`config.mk`:
```
export PLATFORM = sky130hd
export DESIGN_NAME = alu_issue_stage
export DESIGN_NICKNAME = d
export VERILOG_FILES = /design/src/rtl/alu_issue_stage.sv
export SDC_FILE = /design/constraint.sdc
export NUM_CORES = 1
export LEC_CHECK = 0
export ABC_AREA = 1
export CORE_MARGIN = 3
export CORE_UTILIZATION = 46
export CTS_BUF_LIST = sky130_fd_sc_hd__clkbuf_4
export CTS_CLUSTER_DIAMETER = 100
export DETAILED_ROUTE_END_ITERATION = 8
export HOLD_SLACK_MARGIN = 0.08
export PLACE_DENSITY = 0.9
export SYNTH_ARGS = -nofsm -noshare
export SYNTH_HDL_FRONTEND = slang
export SYNTH_SLANG_ARGS = --single-unit
```
`constraint.sdc`:
```
create_clock -name i_clk -period 4.15 [get_ports i_clk]
set_input_delay 0.415 -clock i_clk [delete_from_list [all_inputs] [get_ports i_clk]]
set_output_delay 0.415 -clock i_clk [all_outputs]
set_load 0.05 [all_outputs]
```
`src/rtl/alu_issue_stage.sv`:
```
// ALU issue stage: decodes the instruction into an ALU op code, forwards operands, and registers them behind valid/ready.
// Latency 1 cycle. Outputs hold while the ALU stalls; load-use hazards and a stalled full stage drop o_ready.
module alu_issue_stage #(
    parameter int XLEN = 32
) (
    input  logic            i_clk,
    input  logic            i_rst_n,
    input  logic            i_valid,
    output logic            o_ready,
    input  logic [31:0]     i_instr,
    input  logic [31:0]     i_pc,
    input  logic [XLEN-1:0] i_rs1_data,
    input  logic [XLEN-1:0] i_rs2_data,
    input  logic [XLEN-1:0] i_imm,
    input  logic            i_exmem_wen,
    input  logic            i_exmem_load,
    input  logic [4:0]      i_exmem_rd,
    input  logic [XLEN-1:0] i_exmem_data,
    input  logic            i_memwb_wen,
    input  logic [4:0]      i_memwb_rd,
    input  logic [XLEN-1:0] i_memwb_data,
    input  logic            i_flush,
    output logic            o_valid,
    input  logic            i_ready,
    output logic [4:0]      o_aluoperation,
    output logic [XLEN-1:0] o_src1,
    output logic [XLEN-1:0] o_src2,
    output logic [4:0]      o_rd,
    output logic            o_rd_wen,
    output logic            o_illegal
);

    localparam logic [4:0] OP_ADD     = 5'd0;
    localparam logic [4:0] OP_SUB     = 5'd1;
    localparam logic [4:0] OP_SLL     = 5'd2;
    localparam logic [4:0] OP_SLT     = 5'd3;
    localparam logic [4:0] OP_SLTU    = 5'd4;
    localparam logic [4:0] OP_XOR     = 5'd5;
    localparam logic [4:0] OP_SRL     = 5'd6;
    localparam logic [4:0] OP_SRA     = 5'd7;
    localparam logic [4:0] OP_OR      = 5'd8;
    localparam logic [4:0] OP_AND     = 5'd9;
    localparam logic [4:0] OP_MUL     = 5'd10;
    localparam logic [4:0] OP_MULH    = 5'd11;
    localparam logic [4:0] OP_MULHSU  = 5'd12;
    localparam logic [4:0] OP_MULHU   = 5'd13;
    localparam logic [4:0] OP_EQUAL   = 5'd14;
    localparam logic [4:0] OP_NEQUAL  = 5'd15;
    localparam logic [4:0] OP_S_LT    = 5'd16;
    localparam logic [4:0] OP_S_GE    = 5'd17;
    localparam logic [4:0] OP_U_LT    = 5'd18;
    localparam logic [4:0] OP_U_GE    = 5'd19;
    localparam logic [4:0] OP_FADD    = 5'd20;
    localparam logic [4:0] OP_FSUB    = 5'd21;
    localparam logic [4:0] OP_ANDN    = 5'd22;
    localparam logic [4:0] OP_ORN     = 5'd23;
    localparam logic [4:0] OP_XNOR    = 5'd24;
    localparam logic [4:0] OP_MAX     = 5'd25;
    localparam logic [4:0] OP_MAXU    = 5'd26;
    localparam logic [4:0] OP_MIN     = 5'd27;
    localparam logic [4:0] OP_MINU    = 5'd28;
    localparam logic [4:0] OP_SEXTB   = 5'd29;
    localparam logic [4:0] OP_RETURN1 = 5'd31;

    localparam logic [6:0] OPC_OP     = 7'b0110011;
    localparam logic [6:0] OPC_OPIMM  = 7'b0010011;
    localparam logic [6:0] OPC_BRANCH = 7'b1100011;
    localparam logic [6:0] OPC_LUI    = 7'b0110111;
    localparam logic [6:0] OPC_AUIPC  = 7'b0010111;
    localparam logic [6:0] OPC_JAL    = 7'b1101111;
    localparam logic [6:0] OPC_JALR   = 7'b1100111;
    localparam logic [6:0] OPC_LOAD   = 7'b0000011;
    localparam logic [6:0] OPC_STORE  = 7'b0100011;
    localparam logic [6:0] OPC_OPFP   = 7'b1010011;

    typedef enum logic [1:0] {SEL_REG, SEL_ZERO, SEL_PC, SEL_IMM} src_sel_t;

    logic [6:0] opcode;
    logic [2:0] funct3;
    logic [6:0] funct7;
    logic [4:0] rs1, rs2, rd;

    assign opcode = i_instr[6:0];
    assign rd     = i_instr[11:7];
    assign funct3 = i_instr[14:12];
    assign rs1    = i_instr[19:15];
    assign rs2    = i_instr[24:20];
    assign funct7 = i_instr[31:25];

    logic [4:0] dec_op;
    logic       dec_legal;
    logic       dec_no_wr;
    logic       use_rs1, use_rs2;
    src_sel_t   sel1;
    logic [1:0] sel2;   // 0 reg, 1 imm, 2 constant four

    function automatic logic [4:0] base_op(input logic [2:0] f3);
        case (f3)
            3'd0:    return OP_ADD;
            3'd1:    return OP_SLL;
            3'd2:    return OP_SLT;
            3'd3:    return OP_SLTU;
            3'd4:    return OP_XOR;
            3'd5:    return OP_SRL;
            3'd6:    return OP_OR;
            default: return OP_AND;
        endcase
    endfunction

    always_comb begin
        dec_op    = OP_RETURN1;
        dec_no_wr = 1'b0;
        use_rs1   = 1'b0;
        use_rs2   = 1'b0;
        sel1      = SEL_REG;
        sel2      = 2'd0;
        case (opcode)
            OPC_OP: begin
                use_rs1 = 1'b1;
                use_rs2 = 1'b1;
                case (funct7)
                    7'h00: dec_op = base_op(funct3);
                    7'h20: begin
                        case (funct3)
                            3'd0:    dec_op = OP_SUB;
                            3'd4:    dec_op = OP_XNOR;
                            3'd5:    dec_op = OP_SRA;
                            3'd6:    dec_op = OP_ORN;
                            3'd7:    dec_op = OP_ANDN;
                            default: dec_op = OP_RETURN1;
                        endcase
                    end
                    7'h01: begin
                        case (funct3)
                            3'd0:    dec_op = OP_MUL;
                            3'd1:    dec_op = OP_MULH;
                            3'd2:    dec_op = OP_MULHSU;
                            3'd3:    dec_op = OP_MULHU;
                            default: dec_op = OP_RETURN1;
                        endcase
                    end
                    7'h05: begin
                        case (funct3)
                            3'd4:    dec_op = OP_MIN;
                            3'd5:    dec_op = OP_MINU;
                            3'd6:    dec_op = OP_MAX;
                            3'd7:    dec_op = OP_MAXU;
                            default: dec_op = OP_RETURN1;
                        endcase
                    end
                    default: dec_op = OP_RETURN1;
                endcase
            end
            OPC_OPIMM: begin
                use_rs1 = 1'b1;
                sel2    = 2'd1;
                case (funct3)
                    3'd1: begin
                        if (funct7 == 7'h00)
                            dec_op = OP_SLL;
                        else if (funct7 == 7'h30 && rs2 == 5'd4)
                            dec_op = OP_SEXTB;
                        else
                            dec_op = OP_RETURN1;
                    end
                    3'd5: begin
                        if (funct7 == 7'h00)
                            dec_op = OP_SRL;
                        else if (funct7 == 7'h20)
                            dec_op = OP_SRA;
                        else
                            dec_op = OP_RETURN1;
                    end
                    default: dec_op = base_op(funct3);
                endcase
            end
            OPC_BRANCH: begin
                use_rs1   = 1'b1;
                use_rs2   = 1'b1;
                dec_no_wr = 1'b1;
                case (funct3)
                    3'd0:    dec_op = OP_EQUAL;
                    3'd1:    dec_op = OP_NEQUAL;
                    3'd4:    dec_op = OP_S_LT;
                    3'd5:    dec_op = OP_S_GE;
                    3'd6:    dec_op = OP_U_LT;
                    3'd7:    dec_op = OP_U_GE;
                    default: dec_op = OP_RETURN1;
                endcase
            end
            OPC_LUI: begin
                dec_op = OP_ADD;
                sel1   = SEL_ZERO;
                sel2   = 2'd1;
            end
            OPC_AUIPC: begin
                dec_op = OP_ADD;
                sel1   = SEL_PC;
                sel2   = 2'd1;
            end
            OPC_JAL, OPC_JALR: begin
                dec_op = OP_ADD;
                sel1   = SEL_PC;
                sel2   = 2'd2;
            end
            OPC_LOAD, OPC_STORE: begin
                dec_op    = OP_ADD;
                use_rs1   = 1'b1;
                sel2      = 2'd1;
                dec_no_wr = (opcode == OPC_STORE);
            end
            OPC_OPFP: begin
                use_rs1 = 1'b1;
                use_rs2 = 1'b1;
                case (funct7)
                    7'h00:   dec_op = OP_FADD;
                    7'h04:   dec_op = OP_FSUB;
                    default: dec_op = OP_RETURN1;
                endcase
            end
            default: dec_op = OP_RETURN1;
        endcase
        // Illegal encodings read nothing, so they can neither forward nor stall.
        if (dec_op == OP_RETURN1) begin
            use_rs1 = 1'b0;
            use_rs2 = 1'b0;
            sel1    = SEL_ZERO;
            sel2    = 2'd3;
        end
    end

    assign dec_legal = (dec_op != OP_RETURN1);

    logic [XLEN-1:0] fwd_rs1, fwd_rs2;
    logic [XLEN-1:0] nxt_src1, nxt_src2;

    always_comb begin
        fwd_rs1 = i_rs1_data;
        if (rs1 != 5'd0 && i_exmem_wen && i_exmem_rd == rs1)
            fwd_rs1 = i_exmem_data;
        else if (rs1 != 5'd0 && i_memwb_wen && i_memwb_rd == rs1)
            fwd_rs1 = i_memwb_data;

        fwd_rs2 = i_rs2_data;
        if (rs2 != 5'd0 && i_exmem_wen && i_exmem_rd == rs2)
            fwd_rs2 = i_exmem_data;
        else if (rs2 != 5'd0 && i_memwb_wen && i_memwb_rd == rs2)
            fwd_rs2 = i_memwb_data;
    end

    always_comb begin
        case (sel1)
            SEL_REG: nxt_src1 = fwd_rs1;
            SEL_PC:  nxt_src1 = XLEN'(i_pc);
            default: nxt_src1 = '0;
        endcase
        case (sel2)
            2'd0:    nxt_src2 = fwd_rs2;
            2'd1:    nxt_src2 = i_imm;
            2'd2:    nxt_src2 = XLEN'(4);
            default: nxt_src2 = '0;
        endcase
    end

    logic hazard;
    logic capture;

    assign hazard = i_valid && i_exmem_load && i_exmem_rd != 5'd0 &&
                    ((use_rs1 && i_exmem_rd == rs1) || (use_rs2 && i_exmem_rd == rs2));
    assign o_ready = (!o_valid || i_ready) && !hazard;
    assign capture = i_valid && o_ready && !i_flush;

    always_ff @(posedge i_clk or negedge i_rst_n) begin
        if (!i_rst_n) begin
            o_valid        <= 1'b0;
            o_aluoperation <= '0;
            o_src1         <= '0;
            o_src2         <= '0;
            o_rd           <= '0;
            o_rd_wen       <= 1'b0;
            o_illegal      <= 1'b0;
        end else begin
            if (i_flush)
                o_valid <= 1'b0;
            else if (capture)
                o_valid <= 1'b1;
            else if (i_ready)
                o_valid <= 1'b0;

            if (capture) begin
                o_aluoperation <= dec_op;
                o_src1         <= nxt_src1;
                o_src2         <= nxt_src2;
                o_rd           <= rd;
                o_rd_wen       <= dec_legal && !dec_no_wr && rd != 5'd0;
                o_illegal      <= !dec_legal;
            end
        end
    end

endmodule

```
==> results.yml <==
detailed_routing:
  viasPerCell: 5.60
  wl_per_cell_um: 18.7
  drtAntennaViolNets: 0
  drc: 0
  wl_mm: 29.7
  routed-via-count: 8891
  drtPass1Iterations: 8
  drtIter0Drc: 1220
global_routing:
  gr-usage-all-layers_pct: 36.5
  antenna_found_initial: 3
  grt_pass1_vias: 8200
  grt_max_degree: 99
  gr-total-overflow: 0
  grt_first_pass_wirelength_mm: 45.5
power:
  seqPwrFrac_pct: 36.8
  p_sw_share_pct: 36.4
  p_per_area_nw_per_um2: 220
  pwr-share-comb_pct: 37.8
  pwr-share-clk_pct: 25.3
  leakagePower_nw: 5.03
  internal-power_mw: 1.39
  p_sw_uw: 799
  ir_drop_mv: 0.185
sta:
  drv_slew: 0
  rsz0062_at_grt: "false"
  hold_viol: 0
  final-setup-viol-count: 0
  max_freq_mhz: 319
  fin_setup_tns_ns: 0
  fin_crit_sh_pct: 75.6
  min_period_ns: 3.14
  maxSlewHeadroom_pct: 30.4
  fin_skew_ns: 0.0236
  max_slew.worst_pin.slew_ns: 1.04
placed_design:
  globalplace.congestion: 0.984
  placed_cells: 1570
  post-dp-hpwl_mm: 22.1
  place_area_um2: 9800
  io_buffer_count: 319
logic_synthesis:
  synth-xor-area-share_pct: 1.07
  ys.flop_type: "dfrtp_1"
  syn_area_um2: 6530
  synth_cell_types: 33
  yosysSeqAreaShare_pct: 29.5
  synthArstFlopShare_pct: 100
  ys_warn_count: 0
  synth-edff-count: 0
  synthSimpleGateAreaFrac_pct: 48.9
  synth.avg_cell_area_um2: 5.81
  synth_cells: 1124
  synthAdderAreaFrac_pct: 0
  muxShareOfSynthArea_pct: 0
  synth_fp_nets: 1366
  synth_compound_area_share_pct: 10.6
  ys_ff_latch: 77
  synth_top_family_by_area: "simple AND/OR/NAND/NOR gates"
worst_setup_path:
  crit_type: "input port to primary output"
  timing.rr.end: "o_aluoperation[1]"
  required_ns: 3.73
  path_depth: 14
  endpoint: "o_ready"
  endpoint_kind: "primary output"
  crit_top_cell: "nand2_1"
  rrSetupSlack_ns: 2.53
  cp_max_fo: 20
  rr_startpoint: "o_valid"
  crit_buf_inv: 4
  r2r_cells: 6
  startpoint: "i_instr[4]"
  crit_family: "simple AND/OR/NAND/NOR gates"
  max_stage_delay_ns: 0.48
  cp-start-kind: "input port"
  cp_slowest_cell: "clkdlybuf4s50_1"
  worstPathCellList: "clkdlybuf4s50_1 > inv_2 > nand2_1 > nor2_1 > nand3_2 > nand3_1 > nand3_1 > nor2_1 > nor2_2 > nand2_4 > nand2_1 > nand2_1 > inv_1 > buf_12"
  critPathArrivalTime_ns: 2.72
cells_and_area:
  area_delta_synth_final_pct: 52.7
  nets: 1647
  drive_gt1_share_pct: 4.75
  final_cell_mix: "nand2_1, clkdlybuf4s50_1, nand3_1"
  fin_area_um2: 9970
  mostFrequentLayoutCell: "nand2_1"
  ff_latch_area_um2: 1930
  final_cells: 1589
  fillers: 1143
  multi_input_area_um2: 3980
run_status:
  outcome: "complete, no violations"
cts:
  cts.hold.buffers_added: 0
  post_cts_buffers: 0
  cts_root_buf: "clkbuf_4"
  clk_path_buf_depth: 2
  cts.htree.levels: 3
  clock-sinks: 77
  cts_buffers: 9
  clk_pin_slew_ns: 0.15
  clk_latency_ns: 0.46
  cts_resized: 0
  cts_tree: "built"
die:
  core_um2: 13600
  die_h_um: 125
  start_util_pct: 48.2
  die_x_um: 125
  pin_count: 320
  num_rows: 42
  die-area_um2: 15700
hold_path:
  hold_class: "input port to async pin"
job:
  drv_cap: 0
-- registers in the layout, summed over array words and instances (netlist names) --
| name | cells |
|---|---|
| o_rd | 5 |
| o_src1 | 32 |
| o_valid | 1 |
| o_aluoperation | 5 |
| o_rd_wen | 1 |
| o_src2 | 32 |
| o_illegal | 1 |
-- cell families (layout without fill, tap and decap cells) --
group,after synthesis,in the layout
compound gates,126,126
xor+xnor,8,8
buf+inv,151,437
flops,77,77
other cells,0,3
simple gates,762,762
-- how the worst min path moves through the flow --
stage                              to  cells after the start
global route               o_src1[21]                      1
finish                     o_src1[21]                      1
global placement           o_src1[23]                      2
CTS                        o_src1[18]                      1
floorplan           o_aluoperation[0]                      0
detailed placement          o_src1[8]                      2
-- metal layers --
metal	vias to the layer above	global-route usage, %	part of all wire [%]
met2	651	55.3	44
met3	73	11.0	14
met5	-	0	0.030
li1	4197	-	-
met1	3968	49.1	39
met4	2	14.2	3.7
-- Yosys cell counts, types with 3 or more instances --
master	count	area share [%]
a21boi_0	4	0.46
a21oi_1	36	2.8
a31oi_1	32	3.1
buf_1	3	0.17
buf_2	10	0.77
buf_4	3	0.34
buf_6	8	1.4
clkbuf_1	45	2.6
dfrtp_1	77	30
inv_1	73	4.2
inv_2	9	0.52
nand2_1	464	27
nand3_1	124	9.5
nand4_1	35	3.4
nor2_1	111	6.4
nor2_2	6	0.57
nor3_1	7	0.54
o21ai_0	48	3.7
xor2_1	6	0.80
-- power by group through the flow --
stage               registers, mW  logic (mW)  clock network [mW]
finish                      0.808       0.830               0.556
global route                0.812       0.877               0.584
CTS                         0.807       0.817               0.557
detailed placement          0.819       0.814                   0
global placement            0.821       0.809                   0
floorplan                   0.941       0.267                   0
-- through the flow --
step	power, mW	setup WS [ns]	hold slack, ns	utilization, %
2_1_floorplan	1.21	1.89	0.119	-
3_3_place_gp	1.63	0.711	0.462	72.3
3_5_place_dp	1.63	0.701	0.465	72.3
4_1_cts	2.18	1.05	0.125	73.5
5_1_grt	2.27	0.825	0.131	73.5
6_report	2.19	1.01	0.0923	73.5
-- cell type report --
class | instances | share of cell area [%]
well taps | 176 | 2.21
inverters | 82 | 3.09
flip-flops and latches | 77 | 19.3
repair buffers | 339 | 33.7
multi-input cells | 896 | 40.0
diodes | 3 | 0.0753
clock buffers | 10 | 0.753
clock inverters | 6 | 0.866
Note: power is estimated with default switching activity, not from simulation.
